## src/rtl/imm_ext_pipe_if.sv

```systemverilog
// ---------------------------------------------------------------------------
// imm_ext_pipe_if
// Handshake bundle between decode (master) and the immediate-extension unit
// (slave).
//
// Parameters:
//   IN_W   immediate field width
//   OUT_W  extended operand width
//
// Signals:
//   in_valid / in_ready    input beat handshake
//   in_imm                 immediate field (IN_W bits)
//   in_mode                00 zero, 01 sign, 10 ones, 11 upper
//   in_pfx                 beat is a prefix load (produces no output)
//   out_valid / out_ready  output handshake
//   out_data               extended operand (OUT_W bits)
//   out_pfx_used           out_data was built from a held prefix
// ---------------------------------------------------------------------------
interface imm_ext_pipe_if #(
  parameter int IN_W  = 7,
  parameter int OUT_W = 16
);

  logic             in_valid;
  logic             in_ready;
  logic [IN_W-1:0]  in_imm;
  logic [1:0]       in_mode;
  logic             in_pfx;
  logic             out_valid;
  logic             out_ready;
  logic [OUT_W-1:0] out_data;
  logic             out_pfx_used;

  // Decode side: issues beats and consumes operands.
  modport master (
    output in_valid,
    output in_imm,
    output in_mode,
    output in_pfx,
    output out_ready,
    input  in_ready,
    input  out_valid,
    input  out_data,
    input  out_pfx_used
  );

  // Extension unit side.
  modport slave (
    input  in_valid,
    input  in_imm,
    input  in_mode,
    input  in_pfx,
    input  out_ready,
    output in_ready,
    output out_valid,
    output out_data,
    output out_pfx_used
  );

endinterface

```

## src/rtl/imm_ext_pipe.sv

```systemverilog
// ---------------------------------------------------------------------------
// imm_ext_pipe
// Pipelined immediate-extension unit. Extends IN_W-bit immediates to OUT_W
// bits in one of four modes, or concatenates them under a previously loaded
// prefix. One registered output stage with valid/ready on both sides.
//
// Parameters:
//   IN_W   immediate width (1 .. OUT_W-1)
//   OUT_W  operand width
//
// Ports:
//   clk        rising-edge clock
//   rst_n      asynchronous active-low reset
//   flush      synchronous discard of held prefix and output register
//   bus        imm_ext_pipe_if slave modport (handshake, data, mode)
//   ext_count  [IMMEXT_STATS_EN only] saturating count of non-prefix beats
//   pfx_count  [IMMEXT_STATS_EN only] saturating count of prefix-built outputs
//
// Optional feature macro: IMMEXT_STATS_EN adds the two statistics counters
// and their output ports. Without it the unit is otherwise identical.
// ---------------------------------------------------------------------------
module imm_ext_pipe #(
  parameter int IN_W  = 7,
  parameter int OUT_W = 16
) (
  input  logic            clk,
  input  logic            rst_n,
  input  logic            flush,
  imm_ext_pipe_if.slave   bus
`ifdef IMMEXT_STATS_EN
  ,
  output logic [15:0]     ext_count,
  output logic [15:0]     pfx_count
`endif
);

  localparam int PFX_W = OUT_W - IN_W;

  typedef enum logic [0:0] {
    IDLE     = 1'b0,
    PFX_HELD = 1'b1
  } state_t;

  // Mode-based extension used when no prefix is held.
  function automatic logic [OUT_W-1:0] extend_imm(
    input logic [IN_W-1:0] imm,
    input logic [1:0]      mode
  );
    logic [OUT_W-1:0] res;
    case (mode)
      2'b00:   res = {{PFX_W{1'b0}}, imm};
      2'b01:   res = {{PFX_W{imm[IN_W-1]}}, imm};
      2'b10:   res = {{PFX_W{1'b1}}, imm};
      2'b11:   res = {imm, {PFX_W{1'b0}}};
      default: res = {OUT_W{1'b0}};
    endcase
    return res;
  endfunction

  // Fit an immediate into the prefix register: zero-extend when the
  // immediate is narrower, keep the low PFX_W bits when it is wider.
  // Widening to OUT_W first covers both cases since PFX_W < OUT_W.
  function automatic logic [PFX_W-1:0] fit_prefix(
    input logic [IN_W-1:0] imm
  );
    logic [OUT_W-1:0] wide;
    wide = OUT_W'(imm);
    return wide[PFX_W-1:0];
  endfunction

  state_t            state_r;
  state_t            state_nxt_s;
  logic [PFX_W-1:0]  pfx_r;
  logic [PFX_W-1:0]  pfx_nxt_s;
  logic              out_valid_r;
  logic              out_valid_nxt_s;
  logic [OUT_W-1:0]  out_data_r;
  logic [OUT_W-1:0]  out_data_nxt_s;
  logic              out_pfx_used_r;
  logic              out_pfx_used_nxt_s;
  logic [OUT_W-1:0]  ext_data_s;
  logic              ext_used_s;

  logic              in_ready_s;
  logic              accept_s;
  logic              pfx_load_s;
  logic              data_load_s;

  // A flush cycle still reports in_ready normally, but the beat is dropped,
  // so acceptance is masked with flush rather than in_ready.
  assign in_ready_s  = !out_valid_r || bus.out_ready;
  assign accept_s    = bus.in_valid && in_ready_s && !flush;
  assign pfx_load_s  = accept_s && bus.in_pfx;
  assign data_load_s = accept_s && !bus.in_pfx;

  assign bus.in_ready     = in_ready_s;
  assign bus.out_valid    = out_valid_r;
  assign bus.out_data     = out_data_r;
  assign bus.out_pfx_used = out_pfx_used_r;

  // FSM state register.
  always_ff @(posedge clk or negedge rst_n) begin
    if (!rst_n) begin
      state_r <= IDLE;
    end else begin
      state_r <= state_nxt_s;
    end
  end

  // FSM next-state logic: prefix beats enter/stay in PFX_HELD, a data beat
  // consumes the prefix, flush always returns to IDLE.
  always_comb begin
    state_nxt_s = state_r;
    if (flush) begin
      state_nxt_s = IDLE;
    end else if (pfx_load_s) begin
      state_nxt_s = PFX_HELD;
    end else if (data_load_s) begin
      state_nxt_s = IDLE;
    end else begin
      state_nxt_s = state_r;
    end
  end

  // FSM output logic: operand formed for the current state.
  always_comb begin
    ext_data_s = {OUT_W{1'b0}};
    ext_used_s = 1'b0;
    case (state_r)
      IDLE: begin
        ext_data_s = extend_imm(bus.in_imm, bus.in_mode);
        ext_used_s = 1'b0;
      end
      PFX_HELD: begin
        // Mode is ignored when a prefix supplies the upper bits.
        ext_data_s = {pfx_r, bus.in_imm};
        ext_used_s = 1'b1;
      end
      default: begin
        ext_data_s = {OUT_W{1'b0}};
        ext_used_s = 1'b0;
      end
    endcase
  end

  // Next values for the prefix and output registers.
  always_comb begin
    pfx_nxt_s          = pfx_r;
    out_valid_nxt_s    = out_valid_r;
    out_data_nxt_s     = out_data_r;
    out_pfx_used_nxt_s = out_pfx_used_r;
    if (flush) begin
      pfx_nxt_s       = {PFX_W{1'b0}};
      out_valid_nxt_s = 1'b0;
    end else begin
      if (pfx_load_s) begin
        pfx_nxt_s = fit_prefix(bus.in_imm);
      end else begin
        pfx_nxt_s = pfx_r;
      end
      if (data_load_s) begin
        out_valid_nxt_s    = 1'b1;
        out_data_nxt_s     = ext_data_s;
        out_pfx_used_nxt_s = ext_used_s;
      end else if (bus.out_ready) begin
        // Consumer took the operand and nothing replaced it.
        out_valid_nxt_s = 1'b0;
      end else begin
        out_valid_nxt_s = out_valid_r;
      end
    end
  end

  // Prefix and output registers.
  always_ff @(posedge clk or negedge rst_n) begin
    if (!rst_n) begin
      pfx_r          <= {PFX_W{1'b0}};
      out_valid_r    <= 1'b0;
      out_data_r     <= {OUT_W{1'b0}};
      out_pfx_used_r <= 1'b0;
    end else begin
      pfx_r          <= pfx_nxt_s;
      out_valid_r    <= out_valid_nxt_s;
      out_data_r     <= out_data_nxt_s;
      out_pfx_used_r <= out_pfx_used_nxt_s;
    end
  end

`ifdef IMMEXT_STATS_EN
  logic [15:0] ext_count_r;
  logic [15:0] pfx_count_r;

  // Saturating statistics counters; flush does not touch them.
  always_ff @(posedge clk or negedge rst_n) begin
    if (!rst_n) begin
      ext_count_r <= 16'h0000;
      pfx_count_r <= 16'h0000;
    end else begin
      if (data_load_s && (ext_count_r != 16'hFFFF)) begin
        ext_count_r <= ext_count_r + 16'h0001;
      end else begin
        ext_count_r <= ext_count_r;
      end
      if (data_load_s && ext_used_s && (pfx_count_r != 16'hFFFF)) begin
        pfx_count_r <= pfx_count_r + 16'h0001;
      end else begin
        pfx_count_r <= pfx_count_r;
      end
    end
  end

  assign ext_count = ext_count_r;
  assign pfx_count = pfx_count_r;
`endif

endmodule

```

## src/flat_wrapper.sv

```systemverilog
// flat-port wrapper written by rule: the top's interface ports become plain ports
module imm_ext_pipe_flat 
#(
  parameter int IN_W  = 7,
  parameter int OUT_W = 16
)
  (clk, rst_n, flush, bus_in_valid, bus_in_imm, bus_in_mode, bus_in_pfx, bus_out_ready, bus_in_ready, bus_out_valid, bus_out_data, bus_out_pfx_used);
  imm_ext_pipe_if #(.IN_W(IN_W), .OUT_W(OUT_W)) bus_i ();
  input  logic clk;
  input  logic rst_n;
  input  logic flush;
  input wire logic [$bits(bus_i.in_valid)-1:0] bus_in_valid;
  input wire logic [$bits(bus_i.in_imm)-1:0] bus_in_imm;
  input wire logic [$bits(bus_i.in_mode)-1:0] bus_in_mode;
  input wire logic [$bits(bus_i.in_pfx)-1:0] bus_in_pfx;
  input wire logic [$bits(bus_i.out_ready)-1:0] bus_out_ready;
  output wire logic [$bits(bus_i.in_ready)-1:0] bus_in_ready;
  output wire logic [$bits(bus_i.out_valid)-1:0] bus_out_valid;
  output wire logic [$bits(bus_i.out_data)-1:0] bus_out_data;
  output wire logic [$bits(bus_i.out_pfx_used)-1:0] bus_out_pfx_used;
  assign bus_i.in_valid = bus_in_valid;
  assign bus_i.in_imm = bus_in_imm;
  assign bus_i.in_mode = bus_in_mode;
  assign bus_i.in_pfx = bus_in_pfx;
  assign bus_i.out_ready = bus_out_ready;
  assign bus_in_ready = bus_i.in_ready;
  assign bus_out_valid = bus_i.out_valid;
  assign bus_out_data = bus_i.out_data;
  assign bus_out_pfx_used = bus_i.out_pfx_used;
  imm_ext_pipe #(.IN_W(IN_W), .OUT_W(OUT_W)) u_core (.clk(clk), .rst_n(rst_n), .flush(flush), .bus(bus_i));
endmodule
```

## config.mk

```make
export PLATFORM = sky130hd
export DESIGN_NAME = imm_ext_pipe_flat
export DESIGN_NICKNAME = d
export VERILOG_FILES = /design/src/rtl/imm_ext_pipe_if.sv /design/src/rtl/imm_ext_pipe.sv /design/src/flat_wrapper.sv
export SDC_FILE = /design/constraint.sdc
export NUM_CORES = 1
export LEC_CHECK = 0
export CAP_MARGIN = 5
export CORE_MARGIN = 5
export CORE_UTILIZATION = 47
export DETAILED_ROUTE_END_ITERATION = 16
export GPL_ROUTABILITY_DRIVEN = 0
export GPL_TIMING_DRIVEN = 1
export MAX_ROUTING_LAYER = met4
export PLACE_DENSITY = 0.74
export SLEW_MARGIN = 20
export SYNTH_ARGS = -nofsm -noshare
export SYNTH_HDL_FRONTEND = slang
export SYNTH_SLANG_ARGS = --single-unit
export TNS_END_PERCENT = 1
```

## constraint.sdc

```tcl
create_clock -name clk -period 2.25 [get_ports clk]
set_clock_uncertainty 0.1 [all_clocks]
set_input_delay 0.3375 -clock clk [delete_from_list [all_inputs] [get_ports clk]]
set_output_delay 0.3375 -clock clk [all_outputs]
set_load 0.01 [all_outputs]
```

==> impl_results.md <==
* CP Class: in2out
* Core outline area at 2690 um2
* Die span in y at 62.2 um
* Final worst setup slack at 0.212 ns
* IO Pins at 34
* Max Cap Viol at 0
* Ant. Diodes at 0
* Pleak at 0.759 nW
* FP Rows at 19
* Synth Net Count at 136
* Die width at 62.2 um
* CTS tree: done
* CP Capture Type: output pin
* Fillers at 231
* Tot Pwr at 0.00115 W
* Clock-pin transition on the worst setup and hold timing paths at 0.15 ns
* Synth Area in Adders at 0%
* Logic gate share of total power at 28.8%
* Worst reg2reg startpoint: u_core.bus.out_valid
* Yosys warning count at 0
* Required @ worst endpoint at 1.81 ns
* Residual DRC count at 0
* Drt wl/cell at 16.6 um
* # placed instances at 183
* Slew @ Worst Pin at 0.507 ns
* Final setup fails at 0
* Hold Fails Final Rpt at 0
* Synth Instances at 121
* Most frequent cells in the layout: 33 x clkdlybuf4s50_1, 26 x dfrtp_1, 10 x nor2_1, 10 x nand2_1, 9 x inv_1
* Reg2reg end: u_core.pfx_r[6]
* Slew headroom at 66.2%
* Simple-gate share of the synthesized area at 12.6%
* Post-synthesis register bit count at 26
* Initial drt markers at 34
* Compound-gate portion of the synthesized area at 18.5%
* Number of global-route vias before repair at 1140
* Clock power share at 21.3%
* Largest net degree at the start of global routing at 27
* Root cell of the clock tree: clkbuf_4
* Largest family of logic cells by synthesized area: compound AO/OA/AOI/OAI gates
* Grt ovf at 0
* Synth Flop Type: dfrtp_1
* Worst reg2reg path depth at 3
* Port Buf Inserts at 33
* Internal at 0.000825 W
* Min cycle time layout at 2.04 ns
* TNS Setup at 0 ns
* Max-slew violations at 0
* Total wire length at 3100 um
* P per Cell Area at 678 nW/um2
* Routed vias at 1074
* Ys async rst share at 100%
* RSZ-0062 raised after global routing: no
* Netlist cell types at 23
* Sequential area share after synthesis at 50.8%
* Initial antenna violation count at 0
* Critical path peak fanout at 6
* Die Area at 3870 um2
* ANT nets after route at 0
* Outcome: finished, final reports clean
* Hold Crit Class: in2async
* Post-CTS Setup Bufs at 0
* Post-route clock period utilization at 90.6%
* Pre-CTS WS at 0.0855 ns
* XOR/XNOR share of the synthesized area at 0%
* Startpoint type of the worst setup path: input port
* Fmax at 491 MHz
* Most common cell after layout, fill and taps aside: clkdlybuf4s50_1
* All-Layer GR Usage at 17.2%
* Sequential power share at 50.0%
* WP data arrival at 1.60 ns
* First-pass GRT wire length at 5400 um
* Multiplexer share of the synthesized area at 10.7%
* Max VDD drop at 0.000487 V
* Clock sinks at 26
* Sw frac at 27.9%
* Non-Filler Instances at 187
* HPWL Detailed at 2310 um
* Mapped Avg Cell Area at 10.6 um2
* Router iterations before antenna repair at 4
* Reg-to-reg setup timing slack at 0.48 ns
* Net count of the finished layout at 172
* Post-Syn Area at 1280 um2
* Starting Density at 47.7%
* EDFF count, synth at 0
* Area Overhead vs Synth at 31.7%
* CTS H-tree depth at 1
* Layout cell share with drive strength beyond 1 at 14.7%
* CTS buffer count at 3
* Clock buffer depth at 2
* Worst-skew pair later-pin latency at 0.32 ns
* NetSw at 0.000320 W
* Vias/cell at 5.74
-- timing repair --
item,CTS,global route
hold buffers,0,0
resized for setup,0,1
endpoints found under the setup margin,0,1
endpoints found under the hold margin,0,0
-- worst max path at each step --
stage | depth (start not counted) | endpoint | start
floorplan | 6 | u_core.pfx_r[0] | flush
global placement | 4 | u_core.pfx_r[1] | flush
detailed placement | 4 | u_core.bus.out_pfx_used | bus_out_ready
CTS | 4 | bus_in_ready | bus_out_ready
global route | 3 | bus_in_ready | u_core.bus.out_valid
finish | 4 | bus_in_ready | bus_out_ready
-- kinds of logic (layout without fill, tap and decap cells) --
group | Yosys count | count (layout)
compound gates | 34 | 34
simple gates | 32 | 32
buf+inv | 19 | 54
flops | 26 | 26
mux | 10 | 10
-- power by group through the flow --
stage	logic (W)	registers, W	clock network (W)
after global placement	0.000326	0.000578	0
after global routing	0.000356	0.000581	0.000273
after CTS	0.000333	0.000572	0.000245
after detailed placement	0.000331	0.000581	0
after floorplan	0.000117	0.000602	0
final	0.000329	0.000572	0.000244
-- routing by layer --
| layer | vias to the layer above | GRT usage [%] | part of all wire [%] |
|---|---|---|---|
| li1 | 491 | - | - |
| met1 | 550 | 22.0 | 43 |
| met2 | 29 | 28.2 | 51 |
| met3 | 4 | 3.42 | 5.1 |
| met4 | 0 | 3.52 | 1.2 |
| met5 | - | - | 0 |
-- worst max-delay path: stages --
cell             delay (ns)
clkdlybuf4s50_1        0.41
nor2b_2                0.24
inv_1                  0.11
clkdlybuf4s50_1        0.49
-- registers in the layout, summed over array words and instances (netlist names) --
name,flops
u_core.bus.out_data,16
u_core.bus.out_pfx_used,1
u_core.bus.out_valid,1
u_core.pfx_r,7
u_core.state_r,1
-- area by class of cell --
class,instances,area [um2],area share [%]
flip-flops and latches,26,651,38.5
multi-input cells,76,538,31.9
repair buffers,41,390,23.1
well taps,31,38.8,2.30
clock buffers,4,36.3,2.15
inverters,9,33.8,2.00
-- stage by stage --
stage               util, %  instance area [um2]  hold slack, ns
floorplan                 -                 1280         -0.0581
global placement       61.4                 1650           0.384
detailed placement     61.4                 1650           0.383
CTS                    62.7                 1690           0.268
global route           62.8                 1690           0.289
finish                 62.8                 1690           0.259
-- cells in the mapped netlist (3+ instances only) --
master	n	share of area (%)
inv_1	9	2.6
mux2_4	7	8.2
nand2_1	10	2.9
o31ai_1	7	4.1
clkbuf_1	6	1.8
or3_1	6	2.9
a32o_1	8	6.3
o21ai_0	8	3.1
a21oi_1	8	3.1
buf_6	3	2.6
dfrtp_1	26	51
nor2_1	10	2.9
No activity file was read; power rests on OpenSTA's default activity.
